[config.mk]
export PLATFORM = sky130hd
export DESIGN_NAME = swizzle_c2d_sequencer_flat
export DESIGN_NICKNAME = d
export VERILOG_FILES = /design/src/rtl/swizzle_c2d_sequencer_if.sv /design/src/rtl/swizzle_c2d_sequencer.sv /design/src/flat_wrapper.sv
export SDC_FILE = /design/constraint.sdc
export NUM_CORES = 1
export LEC_CHECK = 0
export BUFFER_PORTS_ARGS = -buffer_cell sky130_fd_sc_hd__buf_2
export CORE_MARGIN = 1.5
export CORE_UTILIZATION = 30
export DETAILED_ROUTE_END_ITERATION = 8
export GPL_ROUTABILITY_DRIVEN = 0
export PLACE_DENSITY_LB_ADDON = 0.15
export SLEW_MARGIN = 25
export SYNTH_ARGS = -nofsm -noshare
export SYNTH_HDL_FRONTEND = slang
export SYNTH_SLANG_ARGS = --single-unit
[constraint.sdc]
create_clock -name clk -period 5.5 [get_ports clk]
set_clock_uncertainty 0.05 [all_clocks]
set_input_delay 0 -clock clk [delete_from_list [all_inputs] [get_ports clk]]
set_output_delay 0 -clock clk [all_outputs]
set_load 0.01 [all_outputs]
[src/rtl/swizzle_c2d_sequencer_if.sv]
// Bus bundle between the CRAM-to-DRAM unload sequencer, the compute-RAM read
// port and the swizzle_cram_to_dram input side.
//   ram_addr/ram_re    : CRAM read request (data returns one cycle later)
//   ram_rdata          : CRAM read data
//   sw_data_valid/sw_data/sw_data_last : word stream into the swizzle
//   sw_addr_start/sw_dma_mode          : per-job swizzle configuration
//   sw_mem_we          : swizzle write-back strobe
// master = sequencer side, slave = RAM/swizzle side.
interface swizzle_c2d_sequencer_if #(
  parameter int RAM_DWIDTH = 40,
  parameter int RAM_AWIDTH = 9,
  parameter int MEM_AWIDTH = 16
);
  logic [RAM_AWIDTH-1:0] ram_addr;
  logic                  ram_re;
  logic [RAM_DWIDTH-1:0] ram_rdata;
  logic                  sw_data_valid;
  logic [RAM_DWIDTH-1:0] sw_data;
  logic                  sw_data_last;
  logic [MEM_AWIDTH-1:0] sw_addr_start;
  logic                  sw_dma_mode;
  logic                  sw_mem_we;

  modport master (
    output ram_addr, ram_re, sw_data_valid, sw_data, sw_data_last,
           sw_addr_start, sw_dma_mode,
    input  ram_rdata, sw_mem_we
  );

  modport slave (
    input  ram_addr, ram_re, sw_data_valid, sw_data, sw_data_last,
           sw_addr_start, sw_dma_mode,
    output ram_rdata, sw_mem_we
  );
endinterface

[src/rtl/swizzle_c2d_sequencer.sv]
// Sequences one CRAM-to-DRAM unload: on an accepted start it reads
// cfg_num_words consecutive CRAM words, streams them into the swizzle with
// valid/last, counts swizzle write-back strobes and then pulses done.
// Ports:
//   clk, resetn      : clock, synchronous active-low reset
//   start            : 1-cycle request, honoured only when idle
//   cfg_ram_base     : first CRAM word address
//   cfg_num_words    : number of words (0 allowed)
//   cfg_mem_base     : DRAM start address handed to the swizzle
//   cfg_dma_mode     : swizzle dma_mode
//   busy, done, err  : status (err is sticky until the next accepted start)
//   bus              : CRAM read port and swizzle input (master side)
//
// state    | meaning
// ---------+-------------------------------------------------------------
// S_IDLE   | waiting for start
// S_READ   | one CRAM read per cycle, addresses base..base+n-1
// S_DRAIN  | no read; final word is on the swizzle input this cycle
// S_WAIT_WB| waiting for n write-back strobes or the timeout
// S_DONE   | done pulse, then back to idle
module swizzle_c2d_sequencer #(
  parameter int RAM_DWIDTH = 40,
  parameter int RAM_AWIDTH = 9,
  parameter int MEM_AWIDTH = 16,
  parameter int CNT_WIDTH  = 10,
  parameter int WB_TIMEOUT = 1023
) (
  input  logic                  clk,
  input  logic                  resetn,
  input  logic                  start,
  input  logic [RAM_AWIDTH-1:0] cfg_ram_base,
  input  logic [CNT_WIDTH-1:0]  cfg_num_words,
  input  logic [MEM_AWIDTH-1:0] cfg_mem_base,
  input  logic                  cfg_dma_mode,
  output logic                  busy,
  output logic                  done,
  output logic                  err,
  swizzle_c2d_sequencer_if.master bus
);

  localparam int TMR_W = $clog2(WB_TIMEOUT + 1);

  typedef enum logic [2:0] {
    S_IDLE,
    S_READ,
    S_DRAIN,
    S_WAIT_WB,
    S_DONE
  } state_t;

  state_t                state_q, state_d;
  logic [RAM_AWIDTH-1:0] addr_q;
  logic [CNT_WIDTH-1:0]  num_q;
  logic [CNT_WIDTH-1:0]  rd_cnt_q;
  logic [CNT_WIDTH-1:0]  we_cnt_q;
  logic [TMR_W-1:0]      timer_q;
  logic [MEM_AWIDTH-1:0] mem_base_q;
  logic                  dma_q;
  logic                  err_q;
  logic                  valid_q;
  logic                  last_q;

  logic accept;
  logic last_rd;
  logic set_err;

  assign accept  = (state_q == S_IDLE) && start;
  assign last_rd = (state_q == S_READ) && (rd_cnt_q == num_q - CNT_WIDTH'(1));

  always_comb begin
    state_d = state_q;
    set_err = 1'b0;
    case (state_q)
      S_IDLE: begin
        if (start) begin
          state_d = (cfg_num_words == '0) ? S_DONE : S_READ;
        end
      end
      S_READ: begin
        if (last_rd) state_d = S_DRAIN;
      end
      S_DRAIN: state_d = S_WAIT_WB;
      S_WAIT_WB: begin
        if (we_cnt_q == num_q) begin
          state_d = S_DONE;
        end else if (timer_q == TMR_W'(WB_TIMEOUT)) begin
          set_err = 1'b1;
          state_d = S_DONE;
        end
      end
      S_DONE:  state_d = S_IDLE;
      default: state_d = S_IDLE;
    endcase
  end

  always_ff @(posedge clk) begin
    if (!resetn) begin
      state_q    <= S_IDLE;
      addr_q     <= '0;
      num_q      <= '0;
      rd_cnt_q   <= '0;
      we_cnt_q   <= '0;
      timer_q    <= '0;
      mem_base_q <= '0;
      dma_q      <= 1'b0;
      err_q      <= 1'b0;
      valid_q    <= 1'b0;
      last_q     <= 1'b0;
    end else begin
      state_q <= state_d;
      // Read data arrives one cycle after the request, so valid/last trail it.
      valid_q <= (state_q == S_READ);
      last_q  <= last_rd;

      if (state_q == S_WAIT_WB) timer_q <= timer_q + TMR_W'(1);
      else                      timer_q <= '0;

      if (accept) begin
        addr_q     <= cfg_ram_base;
        num_q      <= cfg_num_words;
        mem_base_q <= cfg_mem_base;
        dma_q      <= cfg_dma_mode;
        rd_cnt_q   <= '0;
        we_cnt_q   <= '0;
        err_q      <= 1'b0;
      end else begin
        if (state_q == S_READ) begin
          addr_q   <= addr_q + RAM_AWIDTH'(1);  // wraps around the CRAM
          rd_cnt_q <= rd_cnt_q + CNT_WIDTH'(1);
        end
        // Strobes are counted in every busy state and saturate at n.
        if (state_q != S_IDLE && bus.sw_mem_we && we_cnt_q != num_q) begin
          we_cnt_q <= we_cnt_q + CNT_WIDTH'(1);
        end
        if (set_err) err_q <= 1'b1;
      end
    end
  end

  assign busy = (state_q == S_READ) || (state_q == S_DRAIN) || (state_q == S_WAIT_WB);
  assign done = (state_q == S_DONE);
  assign err  = err_q;

  assign bus.ram_addr      = addr_q;
  assign bus.ram_re        = (state_q == S_READ);
  assign bus.sw_data_valid = valid_q;
  assign bus.sw_data       = bus.ram_rdata;
  assign bus.sw_data_last  = last_q;
  assign bus.sw_addr_start = mem_base_q;
  assign bus.sw_dma_mode   = dma_q;

endmodule

[src/flat_wrapper.sv]
// flat-port wrapper written by rule: the top's interface ports become plain ports
module swizzle_c2d_sequencer_flat 
#(
  parameter int RAM_DWIDTH = 40,
  parameter int RAM_AWIDTH = 9,
  parameter int MEM_AWIDTH = 16,
  parameter int CNT_WIDTH  = 10,
  parameter int WB_TIMEOUT = 1023
)
  (clk, resetn, start, cfg_ram_base, cfg_num_words, cfg_mem_base, cfg_dma_mode, busy, done, err, bus_ram_addr, bus_ram_re, bus_sw_data_valid, bus_sw_data, bus_sw_data_last, bus_sw_addr_start, bus_sw_dma_mode, bus_ram_rdata, bus_sw_mem_we);
  swizzle_c2d_sequencer_if #(.RAM_DWIDTH(RAM_DWIDTH), .RAM_AWIDTH(RAM_AWIDTH), .MEM_AWIDTH(MEM_AWIDTH)) bus_i ();
  input  logic clk;
  input  logic resetn;
  input  logic start;
  input  logic [RAM_AWIDTH-1:0] cfg_ram_base;
  input  logic [CNT_WIDTH-1:0] cfg_num_words;
  input  logic [MEM_AWIDTH-1:0] cfg_mem_base;
  input  logic cfg_dma_mode;
  output logic busy;
  output logic done;
  output logic err;
  output wire logic [$bits(bus_i.ram_addr)-1:0] bus_ram_addr;
  output wire logic [$bits(bus_i.ram_re)-1:0] bus_ram_re;
  output wire logic [$bits(bus_i.sw_data_valid)-1:0] bus_sw_data_valid;
  output wire logic [$bits(bus_i.sw_data)-1:0] bus_sw_data;
  output wire logic [$bits(bus_i.sw_data_last)-1:0] bus_sw_data_last;
  output wire logic [$bits(bus_i.sw_addr_start)-1:0] bus_sw_addr_start;
  output wire logic [$bits(bus_i.sw_dma_mode)-1:0] bus_sw_dma_mode;
  input wire logic [$bits(bus_i.ram_rdata)-1:0] bus_ram_rdata;
  input wire logic [$bits(bus_i.sw_mem_we)-1:0] bus_sw_mem_we;
  assign bus_ram_addr = bus_i.ram_addr;
  assign bus_ram_re = bus_i.ram_re;
  assign bus_sw_data_valid = bus_i.sw_data_valid;
  assign bus_sw_data = bus_i.sw_data;
  assign bus_sw_data_last = bus_i.sw_data_last;
  assign bus_sw_addr_start = bus_i.sw_addr_start;
  assign bus_sw_dma_mode = bus_i.sw_dma_mode;
  assign bus_i.ram_rdata = bus_ram_rdata;
  assign bus_i.sw_mem_we = bus_sw_mem_we;
  swizzle_c2d_sequencer #(.RAM_DWIDTH(RAM_DWIDTH), .RAM_AWIDTH(RAM_AWIDTH), .MEM_AWIDTH(MEM_AWIDTH), .CNT_WIDTH(CNT_WIDTH), .WB_TIMEOUT(WB_TIMEOUT)) u_core (.clk(clk), .resetn(resetn), .start(start), .cfg_ram_base(cfg_ram_base), .cfg_num_words(cfg_num_words), .cfg_mem_base(cfg_mem_base), .cfg_dma_mode(cfg_dma_mode), .busy(busy), .done(done), .err(err), .bus(bus_i));
endmodule
### Word level (Yosys, flattened, before mapping)

Cells that the tools add are included.

| word-level totals | value |
|---|---|
| bits in registers | 72 |
| output and inout port bits | 72 |

| operators by class | value |
|---|---|
| $add $sub $neg | 5 |
| eq/ne operators | 11 |
| mux-type cells | 11 |
| bitwise gates (word level) | 1 |
| reduce and logical (&&, ||, !) cells | 13 |

Operators by type and width:

| kind | count |
|---|---|
| $add 10x1->10 const B | 3 |
| $eq 10x10->1 | 2 |
| $mux 9 | 2 |
| $mux 3 | 5 |
| $pmux 3 s4 | 1 |
| $eq 10x10->1 const B | 1 |
| $logic_not 10->1 | 1 |
| $ne 10x10->1 | 1 |
| $sub 10x1->10 const B | 1 |
| $add 9x1->9 const B | 1 |
| $eq 3x2->1 const B | 2 |
| $logic_and 1x1->1 | 4 |
| $eq 3x1->1 const B | 1 |
| $eq 3x3->1 const B | 1 |
| $logic_not 3->1 | 1 |
| $mux 1 | 3 |
| $ne 3x1->1 const B | 1 |
| $reduce_and 3->1 | 1 |
| $reduce_bool 3->1 | 1 |
| $logic_or 1x1->1 | 2 |
| $ne 2x1->1 const B | 1 |
| $ne 2x2->1 const B | 1 |
| $reduce_and 2->1 | 1 |
| $reduce_bool 2->1 | 1 |
| 2 further kinds | 2 |

### Depth between registers and ports, before layout

Gate-level depths: netlist (run 1).

| logic depth | value |
|---|---|
| word-level depth | 5 |
| mapped depth | 9 |

### Least setup slack after synthesis (run 1)

No wires, ideal clock.

| timing path | value |
|---|---|
| kind | reg2reg |
| start point | reg u_core.num_q[0] |
| end point | reg u_core.state_q[0] |
| arrival | 2.047 ns |
| data required time | 5.320 ns |
| path slack | 3.273 ns |
| cell stages (with the launch flop) | 8 |
| path buffers | 1 |
| cells stage by stage | dfxtp_1 -> buf_6 -> or4_4 -> or4_1 -> a21oi_1 -> a31oi_1 -> nor4_2 -> o22ai_1 |

| on the way | value |
|---|---|
| cells in the longest elaborated chain, start to end | 5 |
| elaborated cells between the ends (all ways) | 9 |
| classes of those cells | 1 x add/sub; 4 x eq/ne; 2 x mux; 2 x reduce/logical |

Ends and longest elaborated chain:

| what | RTL line | text |
|---|---|---|
| start, declared | swizzle_c2d_sequencer.sv:53 | `logic [CNT_WIDTH-1:0] num_q;` |
| start signal, assigned | swizzle_c2d_sequencer.sv:120 | `num_q <= cfg_num_words;` |
| $sub 10x1->10 | swizzle_c2d_sequencer.sv:68 | `assign last_rd = (state_q == S_READ) && (rd_cnt_q == num_q - CNT_WIDTH'(1));` |
| $eq 10x10->1 | swizzle_c2d_sequencer.sv:68 |  |
| $logic_and 1x1->1 | swizzle_c2d_sequencer.sv:68 |  |
| $ne 2x1->1 (no line) | -- |  |
| $reduce_and 3->1 (no line) | -- |  |
| end signal, assigned | swizzle_c2d_sequencer.sv:110 | `state_q <= state_d;` |
| end, declared | swizzle_c2d_sequencer.sv:51 | `state_t state_q, state_d;` |

Parallel ways exist; a longest one is shown, timed or not.
A chain may end at the register's enable or synchronous reset.

### Worst setup path after layout (run 1)

Ends and elaborated chain as after synthesis.

==> flow_metrics.py, run 1 <==
metrics = {
    "outcome": {
        "status": "completed",
    },
    "critical_path": {
        "crit_path_end_kind": "flip-flop",
        "crit_family": "simple AND/OR/NAND/NOR gates",
        "rr_worst_depth": 6,
        "crit_buf_inv": 0,
        "cp.arrival_ns": 2.56,
        "path_cells": "or4_4 -> or4_1 -> a21oi_1 -> a31oi_1 -> nor4_2 -> o22ai_1",
        "critPathSlowestCell": "or4_4",
        "cp.depth": 6,
        "slowest_delay_ns": 0.58,
        "worstPathMaxFanout": 7,
        "startpoint_type": "flip-flop",
        "crit_required_ns": 5.65,
        "path_class": "flip-flop to flip-flop",
    },
    "synthesis": {
        "syn_nets": 541,
        "yosys_register_bits": 72,
        "syn_inst": 456,
        "avgSynthCellArea_um2": 8.243,
        "synth-main-ff-cell": "dfxtp_1",
        "synth_area_um2": 3759,
        "synth_cell_types": 45,
        "synthArstFlopShare_pct": 0,
        "yosysSeqAreaShare_pct": 38.35,
        "ys_warn_count": 0,
        "synth_edf_count": 0,
    },
    "layout": {
        "n_antenna_cell": 0,
        "final_cell_mix": "nand2_1 (81), dlygate4sd3_1 (77), dfxtp_1 (72)",
        "drive_gt1_share_pct": 16.82,
        "area_growth_pct": 33.39,
        "final_nets": 639,
        "final_common_cell": "nand2_1",
    },
    "grt": {
        "grt_pass1_vias": 3165,
        "track_usage_pct": 14.79,
        "grt_pass1_wl_um": 15360,
        "antenna_found_initial": 0,
        "grt-ovfl-total": 0,
        "grt_max_degree": 41,
    },
    "pwr": {
        "ir_drop_v": 0.0001585,
        "p_per_area_nw_per_um2": 301.1,
        "p_leak_nw": 2.050,
    },
    "sta": {
        "period_share_pct": 43.92,
        "slew_headroom_pct": 51.45,
        "setup_ws_ns": 3.084,
        "hold_viol": 0,
        "grt_setup_unrepaired": "no",
        "slew_viol_final": 0,
        "worstMarginPinSlew_ns": 0.7265,
        "setup_viol": 0,
        "fin_setup_tns_ns": 0,
        "fin_crit_ns": 2.416,
        "clock.fmax_ghz": 0.4140,
    },
    "route": {
        "vias_per_cell": 4.590,
        "firstDrtPassIters": 4,
        "routedWlPerCell_um": 13.05,
        "dr_total_vias": 3337,
        "ant_nets": 0,
        "drcViolationCount": 0,
        "wl_um": 9485,
        "drt_iter0_drc": 120,
    },
    "placement": {
        "portBuffers": 71,
        "dp_hpwl_um": 6188,
        "pre_cts_ws_ns": 3.100,
    },
    "clock_tree": {
        "cts_resized": 0,
        "clock-sinks": 72,
        "root_buffer": "clkbuf_16",
        "cts_tree": "yes",
        "cts_buffers": 9,
        "clk_pin_slew_ns": 0.06,
        "clock_latency_ns": 0.33,
        "cts_max_level": 3,
        "clockBufferDepth": 2,
    },
    "floorplanning": {
        "die_h_um": 114.9,
        "core_area_um2": 12110,
        "floorplan.die_area_um2": 13210,
        "die_w_um": 114.9,
        "ios": 152,
        "initial_utilization_pct": 31.03,
        "fp-row-count": 40,
    },
    "min_path": {
        "hp-class": "primary input to flip-flop",
        "holdPathStages": 5,
    },
    "job": {
        "drv_cap": 0,
    },
}
[where the power goes]
part	total (mW)	internal, mW	switching, mW
Combinational	0.277	0.132	0.144
Clock	0.646	0.423	0.223
Sequential	0.587	0.552	0.0350
Total	1.51	1.11	0.402
[cell families (layout without fill, tap and decap cells)]
logic type      count (synthesis)  in the layout  synth area share [%]
simple gates                  185            185                 22.37
flops                          72             72                 38.35
fa+ha+maj                       5              5                 1.664
buf+inv                        69            172                 12.12
compound gates                 75             75                 13.75
xor+xnor                       47             47                 10.95
mux                             3              3                0.7990
[metrics by stage]
stage / power (mW) / std cells / instance area [um^2] / hold WS, ns / util, %
CTS: 1.533 / 727 / 5014 / 0.1050 / 41.39
floorplan: 0.7785 / 456 / 3759 / 0.04177 / -
finish: 1.509 / 727 / 5014 / 0.1107 / 41.39
detailed placement: 0.8249 / 634 / 3910 / -0.04993 / 32.28
global route: 1.594 / 727 / 5014 / 0.1830 / 41.39
global placement: 0.8214 / 634 / 3910 / -0.04993 / 32.28
[worst paths after layout]
path                                                   start                            to  slack [ns]
worst max-delay path                         u_core.num_q[0]             u_core.state_q[0]        3.08
worst min-delay path                           bus_sw_mem_we            u_core.we_cnt_q[0]        0.11
worst max register to register               u_core.num_q[0]             u_core.state_q[0]        3.08
worst min register to register  u_core.bus.sw_addr_start[13]  u_core.bus.sw_addr_start[13]        0.41
[area by class of cell]
class                           instances  area, um^2
Fill cell                            1265        7098
Timing Repair Buffer                  151        1149
Inverter                                5       18.77
Clock buffer                           12       256.5
Multi-Input combinational cell        315        1862
Tap cell                              168       210.2
Clock inverter                          4       76.32
Sequential cell                        72        1441
[worst min-delay path, stage by stage]
cell and delay, ns:
buf_2 0.11, nand2_1 0.07, a31oi_1 0.09, xnor2_1 0.14, nor2_1 0.04
[layer usage]
metal / global-route usage (%) / wire, um / vias to the layer above
li1: - / - / 1689
met1: 17.48 / 4299 / 1556
met2: 26.27 / 4657 / 87
met3: 4.639 / 455 / 5
met4: 3.292 / 74 / 0
met5: 0 / 0 / -
[flip-flops by register name, indices dropped and copies added (netlist names)]
register and count:
u_core.bus.ram_addr 9, u_core.err 1, u_core.bus.sw_data_last 1, u_core.bus.sw_data_valid 1, u_core.num_q 10, u_core.bus.sw_addr_start 16
u_core.we_cnt_q 10, u_core.state_q 3, u_core.rd_cnt_q 10, u_core.bus.sw_dma_mode 1, u_core.timer_q 10
[repair_timing]
action,in CTS,in global routing
hold endpoints to repair,78,0
buffers inserted,0,0
hold buffers,77,0
[synthesized netlist by cell type, types with 2 or more instances]
library cell	number	share of area [%]
a311oi_1	5	1.2
clkbuf_1	15	1.5
a211oi_1	4	0.80
and3_1	9	1.5
a31oi_1	3	0.50
o21ai_0	14	1.9
buf_6	2	0.60
a21oi_1	8	1.1
ha_1	5	1.7
xnor2_1	15	3.5
nor2b_1	2	0.33
buf_4	40	8.0
nand3_1	15	2.0
clkbuf_8	3	1.1
o22ai_1	2	0.33
nor4_1	5	0.83
nand4_1	4	0.67
and2_1	3	0.50
nor2_1	45	4.5
nand2_1	81	8.1
inv_1	5	0.50
o31ai_1	2	0.40
or4_1	2	0.40
buf_1	3	0.30
xor2_1	32	7.5
nor3_1	7	0.93
a221oi_1	2	0.47
mux2i_1	3	0.80
a21boi_0	29	5.8
dfxtp_1	72	38
or3_1	5	0.83
(Power assumes the default switching activity.)
==> run 2, diff against run 1 <==
- ABC_AREA: unset -> 1
- clock period: 5.5 -> 2.15 ns (I/O delays scaled with it)
==> flow_metrics.py, run 2 <==
metrics = {
    "synthesis": {
        "yosysSeqAreaShare_pct": 37.15,
        "synth_most_common_cell": "nand2_1",
        "synth-main-ff-cell": "dfxtp_1",
        "avgSynthCellArea_um2": 7.067,
        "syn_nets": 634,
        "synth_cell_types": 35,
        "synthTopCellsByArea": "dfxtp_1 (37%), nand2_1 (9.1%), buf_4 (7.9%)",
        "synthArstFlopShare_pct": 0,
        "syn_inst": 549,
        "synth_area_um2": 3880,
        "synth_top_area_share_pct": 37.15,
        "synth.cells.most_frequent": "nand2_1 (94), nor2_1 (82), dfxtp_1 (72), inv_1 (44), o21ai_0 (43)",
        "synth_edf_count": 0,
        "synth_top_area_cell": "dfxtp_1",
        "yosys_register_bits": 72,
        "ys_warn_count": 0,
    },
    "layout": {
        "final_cell_mix": "nand2_1 (94), nor2_1 (82), dlygate4sd3_1 (75)",
        "n_antenna_cell": 0,
        "stdcell_area_um2": 5164,
        "multi_input_area_um2": 1858,
        "drive_gt1_share_pct": 17.65,
        "fillers": 1316,
        "final_common_cell": "nand2_1",
        "largest_reg_flops": 16,
        "final_nets": 745,
        "area_growth_pct": 33.09,
        "regArea_um2": 1441,
    },
    "pwr": {
        "p_switching_mw": 1.274,
        "switching_share_pct": 32.03,
        "ir_drop_v": 0.0004801,
        "p_per_area_nw_per_um2": 770.0,
        "power.internal_mw": 2.703,
        "clkPwrFrac_pct": 35.2,
        "power_mw": 3.976,
        "power.share.combinational_pct": 25.5,
        "power_frac_seq_pct": 39.3,
        "p_leak_nw": 2.256,
    },
    "clock_tree": {
        "cts_tree": "yes",
        "post_cts_buffers": 0,
        "clock-sinks": 72,
        "root_buffer": "clkbuf_16",
        "clk_pin_slew_ns": 0.06,
        "clock_latency_ns": 0.34,
        "clockBufferDepth": 2,
        "cts_max_level": 3,
        "cts_buffers": 9,
    },
    "grt": {
        "grt-ovfl-total": 0,
        "grt_max_degree": 23,
        "grt_pass1_wl_um": 17130,
        "antenna_found_initial": 0,
        "track_usage_pct": 16.39,
        "grt_pass1_vias": 3614,
    },
    "route": {
        "vias_per_cell": 4.509,
        "drcViolationCount": 0,
        "ant_nets": 0,
        "drt_iter0_drc": 199,
        "firstDrtPassIters": 4,
        "wirelength_met1_um": 4640,
        "dr_total_vias": 3765,
        "wl_met3_um": 539,
        "met2_length_um": 5187,
        "routed.top_layer": "met4",
        "routedWlPerCell_um": 12.60,
        "wl_um": 10530,
    },
    "critical_path": {
        "crit_required_ns": 2.34,
        "critPathSlowestCell": "dfxtp_1",
        "crit_path_end_kind": "flip-flop",
        "slowest_delay_ns": 0.34,
        "path_class": "flip-flop to flip-flop",
        "cp.arrival_ns": 2.02,
        "worstPathMaxFanout": 9,
        "rr_worst_depth": 13,
        "path_common_cell": "nand2_1",
        "timing.critical_path.from": "u_core.num_q[0]",
        "r2r_slack_ns": 0.32,
        "worstReg2RegStart": "u_core.num_q[0]",
        "reg2reg_to": "u_core.state_q[0]",
        "startpoint_type": "flip-flop",
        "path_cells": "inv_2 -> ha_1 -> nand3_2 -> nor2_4 -> nand3_1 -> nand2_1 -> nand2_1 -> nor2_1 -> nand3_1 -> nand2_1 -> nand3_1 -> nand2_1 -> inv_1",
    },
    "sta": {
        "fin_crit_ns": 1.835,
        "period_share_pct": 85.35,
        "slew_headroom_pct": 65.39,
        "setup_viol": 0,
        "fin_setup_tns_ns": 0,
        "hold_viol": 0,
        "clock.fmax_ghz": 0.5450,
        "slew_viol_final": 0,
        "grt_setup_unrepaired": "no",
        "worstMarginPinSlew_ns": 0.5152,
    },
    "min_path": {
        "worstHoldStart": "resetn",
        "hp-class": "primary input to flip-flop",
        "hold_end": "u_core.bus.sw_addr_start[4]",
        "holdPathStages": 3,
    },
    "outcome": {
        "status": "completed",
    },
    "floorplanning": {
        "floorplan.die_area_um2": 13620,
        "initial_utilization_pct": 30.75,
        "fp-row-count": 41,
        "die_h_um": 116.7,
        "die_w_um": 116.7,
        "ios": 152,
        "core_area_um2": 12620,
    },
    "placement": {
        "placed_cell_area_um2": 4140,
        "dp_hpwl_um": 7478,
        "portBuffers": 71,
    },
    "job": {
        "drv_cap": 0,
    },
}
run 2: layout make-up:
class / instances / share of cell area, %
Sequential cell: 72 / 27.91
Multi-Input combinational cell: 369 / 35.98
Clock inverter: 2 / 0.3150
Timing Repair Buffer: 156 / 22.87
Clock buffer: 12 / 4.967
Inverter: 52 / 3.780
Tap cell: 172 / 4.168
run 2: worst max-delay path: cells and delay by family, from the launching register on:
kind                       cells  cell delay, ns
and+or+nand+nor               10            0.95
DFF                            1            0.34
adders and majority gates      1            0.23
buffers and inverters          2            0.17
run 2: worst max-delay path by stage:
stage	slack, ns	cells after the start	end
finish	0.32	13	u_core.state_q[0]
floorplan	0.53	12	u_core.state_q[0]
detailed placement	0.32	13	u_core.state_q[0]
global placement	0.37	13	u_core.state_q[0]
global route	0.1	8	u_core.rd_cnt_q[5]
CTS	0.31	13	u_core.state_q[0]
run 2: per-stage QoR:
step / cells / worst slack (ns) / hold WS [ns] / utilization, %
6_report: 835 / 0.3151 / 0.01698 / 40.92
3_3_place_gp: 746 / 0.3679 / -0.04993 / 32.81
4_1_cts: 835 / 0.3073 / 0.006325 / 40.92
3_5_place_dp: 746 / 0.3234 / -0.04993 / 32.81
5_1_grt: 835 / 0.09514 / 0.006469 / 40.92
2_1_floorplan: 549 / 0.5305 / 0.04177 / -
run 2: logic make-up (layout without fill, tap and decap cells):
group	count (synthesis)	after routing	synth area share [%]
AO/OA/AOI/OAI	90	90	12.06
flip-flops	72	72	37.15
XOR/XNOR	26	26	5.869
AND/OR/NAND/NOR	248	248	28.35
adder cells (fa/ha/maj)	5	5	1.612
buffers and inverters	108	222	14.96
run 2: power by group through the flow:
stage | registers (mW) | logic, mW | clock network [mW]
2_1_floorplan | 1.60 | 0.657 | 0
3_3_place_gp | 1.59 | 0.887 | 0
3_5_place_dp | 1.59 | 0.887 | 0
4_1_cts | 1.56 | 1.02 | 1.45
5_1_grt | 1.58 | 1.16 | 1.51
6_report | 1.56 | 1.01 | 1.40
run 2: metal layers:
metal	vias to the layer above	global-route usage [%]
li1	1953	-
met2	105	28.27
met1	1697	18.94
met5	-	0
met3	10	5.656
met4	0	5.622
run 2: timing repair:
item,in CTS,in global routing
gates resized for setup,0,0
hold buffers,75,0
endpoints found under the hold margin,75,0
==> run 3, diff against run 2 <==
- PLACE_DENSITY_LB_ADDON: 0.15 -> unset
==> flow_metrics.py, run 3 (synthesized netlist as in run 2, its figures left out) <==
metrics = {
    "grt": {
        "grt_util_met2_pct": 26.90,
        "antenna_found_initial": 0,
        "grt_pass1_vias": 3583,
        "globalRouteMet1Util_pct": 18.82,
        "track_usage_pct": 15.65,
        "busiest_layer": "met2",
        "grt_pass1_wl_um": 16640,
        "grt_max_degree": 35,
        "grtUsageMet3_pct": 2.906,
        "grt-ovfl-total": 0,
    },
    "floorplanning": {
        "floorplan.die_area_um2": 13620,
        "initial_utilization_pct": 30.75,
        "die_w_um": 116.7,
        "core_area_um2": 12620,
        "fp-row-count": 41,
        "ios": 152,
        "die_h_um": 116.7,
    },
    "min_path": {
        "hp-class": "primary input to flip-flop",
    },
    "critical_path": {
        "crit_buf_inv": 2,
        "critPathSlowestCell": "dfxtp_1",
        "path_class": "flip-flop to flip-flop",
        "slowest_delay_ns": 0.38,
        "cp.arrival_ns": 2.03,
        "crit_required_ns": 2.33,
        "startpoint_type": "flip-flop",
        "crit_family": "simple AND/OR/NAND/NOR gates",
        "crit_path_end_kind": "flip-flop",
        "path_common_cell": "nand2_1",
        "path_cells": "inv_2 -> ha_1 -> xor2_1 -> o21ai_0 -> nor2_1 -> nand2_1 -> nor2_1 -> nand3_1 -> nand2_1 -> nand3_1 -> nand2_1 -> inv_1",
        "worstPathMaxFanout": 9,
    },
    "job": {
        "drv_cap": 0,
    },
    "layout": {
        "n_antenna_cell": 0,
        "final_nets": 744,
        "area_growth_pct": 33.60,
        "drive_gt1_share_pct": 17.62,
        "final_cell_mix": "nand2_1 (94), nor2_1 (82), dlygate4sd3_1 (75)",
        "largest_reg_flops": 16,
        "stdcell_area_um2": 5184,
        "final_common_cell": "nand2_1",
        "stdcell_count": 836,
        "fillers": 1308,
    },
    "clock_tree": {
        "post_cts_buffers": 0,
        "clk_pin_slew_ns": 0.05,
        "cts_buffers": 9,
        "clock_latency_ns": 0.33,
        "cts_tree": "yes",
        "clockBufferDepth": 2,
        "clock-sinks": 72,
        "root_buffer": "clkbuf_16",
        "cts_max_level": 3,
    },
    "route": {
        "firstDrtPassIters": 5,
        "dr_total_vias": 3869,
        "drcViolationCount": 0,
        "routedWlPerCell_um": 12.39,
        "ant_nets": 0,
        "wl_um": 10360,
        "drt_iter0_drc": 230,
        "vias_per_cell": 4.628,
    },
    "placement": {
        "placed_cell_area_um2": 4133,
        "place_inst": 745,
        "dp_hpwl_um": 7030,
        "portBuffers": 71,
    },
    "sta": {
        "worstMarginPinSlew_ns": 0.3948,
        "clock.fmax_ghz": 0.5396,
        "fin_crit_ns": 1.853,
        "fin_setup_tns_ns": 0,
        "setup_viol": 0,
        "period_share_pct": 86.20,
        "hold_viol": 0,
        "slew_headroom_pct": 73.52,
        "slew_viol_final": 0,
        "grt_setup_unrepaired": "no",
    },
    "pwr": {
        "p_leak_nw": 2.271,
        "ir_drop_v": 0.0004737,
        "power_mw": 4.075,
        "p_per_area_nw_per_um2": 786.2,
    },
    "outcome": {
        "status": "completed",
    },
}
==> run 3: worst register-to-register path: cells and delay by family, from the launching register on <==
kind,cells,cell delay (ns)
buf+inv,2,0.13
compound gates,1,0.09
fa+ha+maj,1,0.33
simple gates,7,0.63
xor+xnor,1,0.13
flops,1,0.38
==> run 3: stage by stage <==
step / hold slack [ns] / utilization, % / worst slack [ns]
6_report: 0.006746 / 41.08 / 0.2966
2_1_floorplan: 0.04177 / - / 0.5305
5_1_grt: 0.01298 / 41.08 / 0.1419
3_5_place_dp: -0.04993 / 32.75 / 0.3360
4_1_cts: 0.003779 / 41.08 / 0.3231
3_3_place_gp: -0.04993 / 32.75 / 0.3942
==> run 3: per-layer routing <==
layer | part of all wire [%] | routed length [um]
met2 | 50 | 5171
met4 | 2.3 | 236
met3 | 5.4 | 555
met5 | 0 | 0
met1 | 42 | 4399
==> run 3: final timing paths <==
kind | slack [ns] | depth (start not counted) | end | start
hold / removal | 0.007 | 3 | u_core.num_q[8] | cfg_num_words[8]
setup reg to reg | 0.30 | 12 | u_core.state_q[0] | u_core.num_q[0]
setup / recovery | 0.30 | 12 | u_core.state_q[0] | u_core.num_q[0]
hold reg to reg | 0.40 | 1 | u_core.timer_q[0] | u_core.timer_q[0]
==> run 3: what timing repair did <==
item / in CTS / in global routing
endpoints found under the hold margin: 75 / 0
hold buffers: 75 / 0
gates resized for setup: 0 / 0
==> run 3: where the power goes <==
part | leakage (nW) | total (mW) | switching (mW) | internal [mW]
Sequential | 0.588 | 1.56 | 0.110 | 1.45
Combinational | 1.53 | 1.02 | 0.601 | 0.417
Clock | 0.150 | 1.49 | 0.536 | 0.958
==> run 3: final cells by class <==
type	count	area (um^2)	share of cell area, %
clock buffers	13	260.3	5.021
clock inverters	3	40.04	0.7724
inverters	52	195.2	3.765
multi-input cells	369	1858	35.84
flip-flops and latches	72	1441	27.81
well taps	172	215.2	4.152
repair buffers	155	1174	22.64
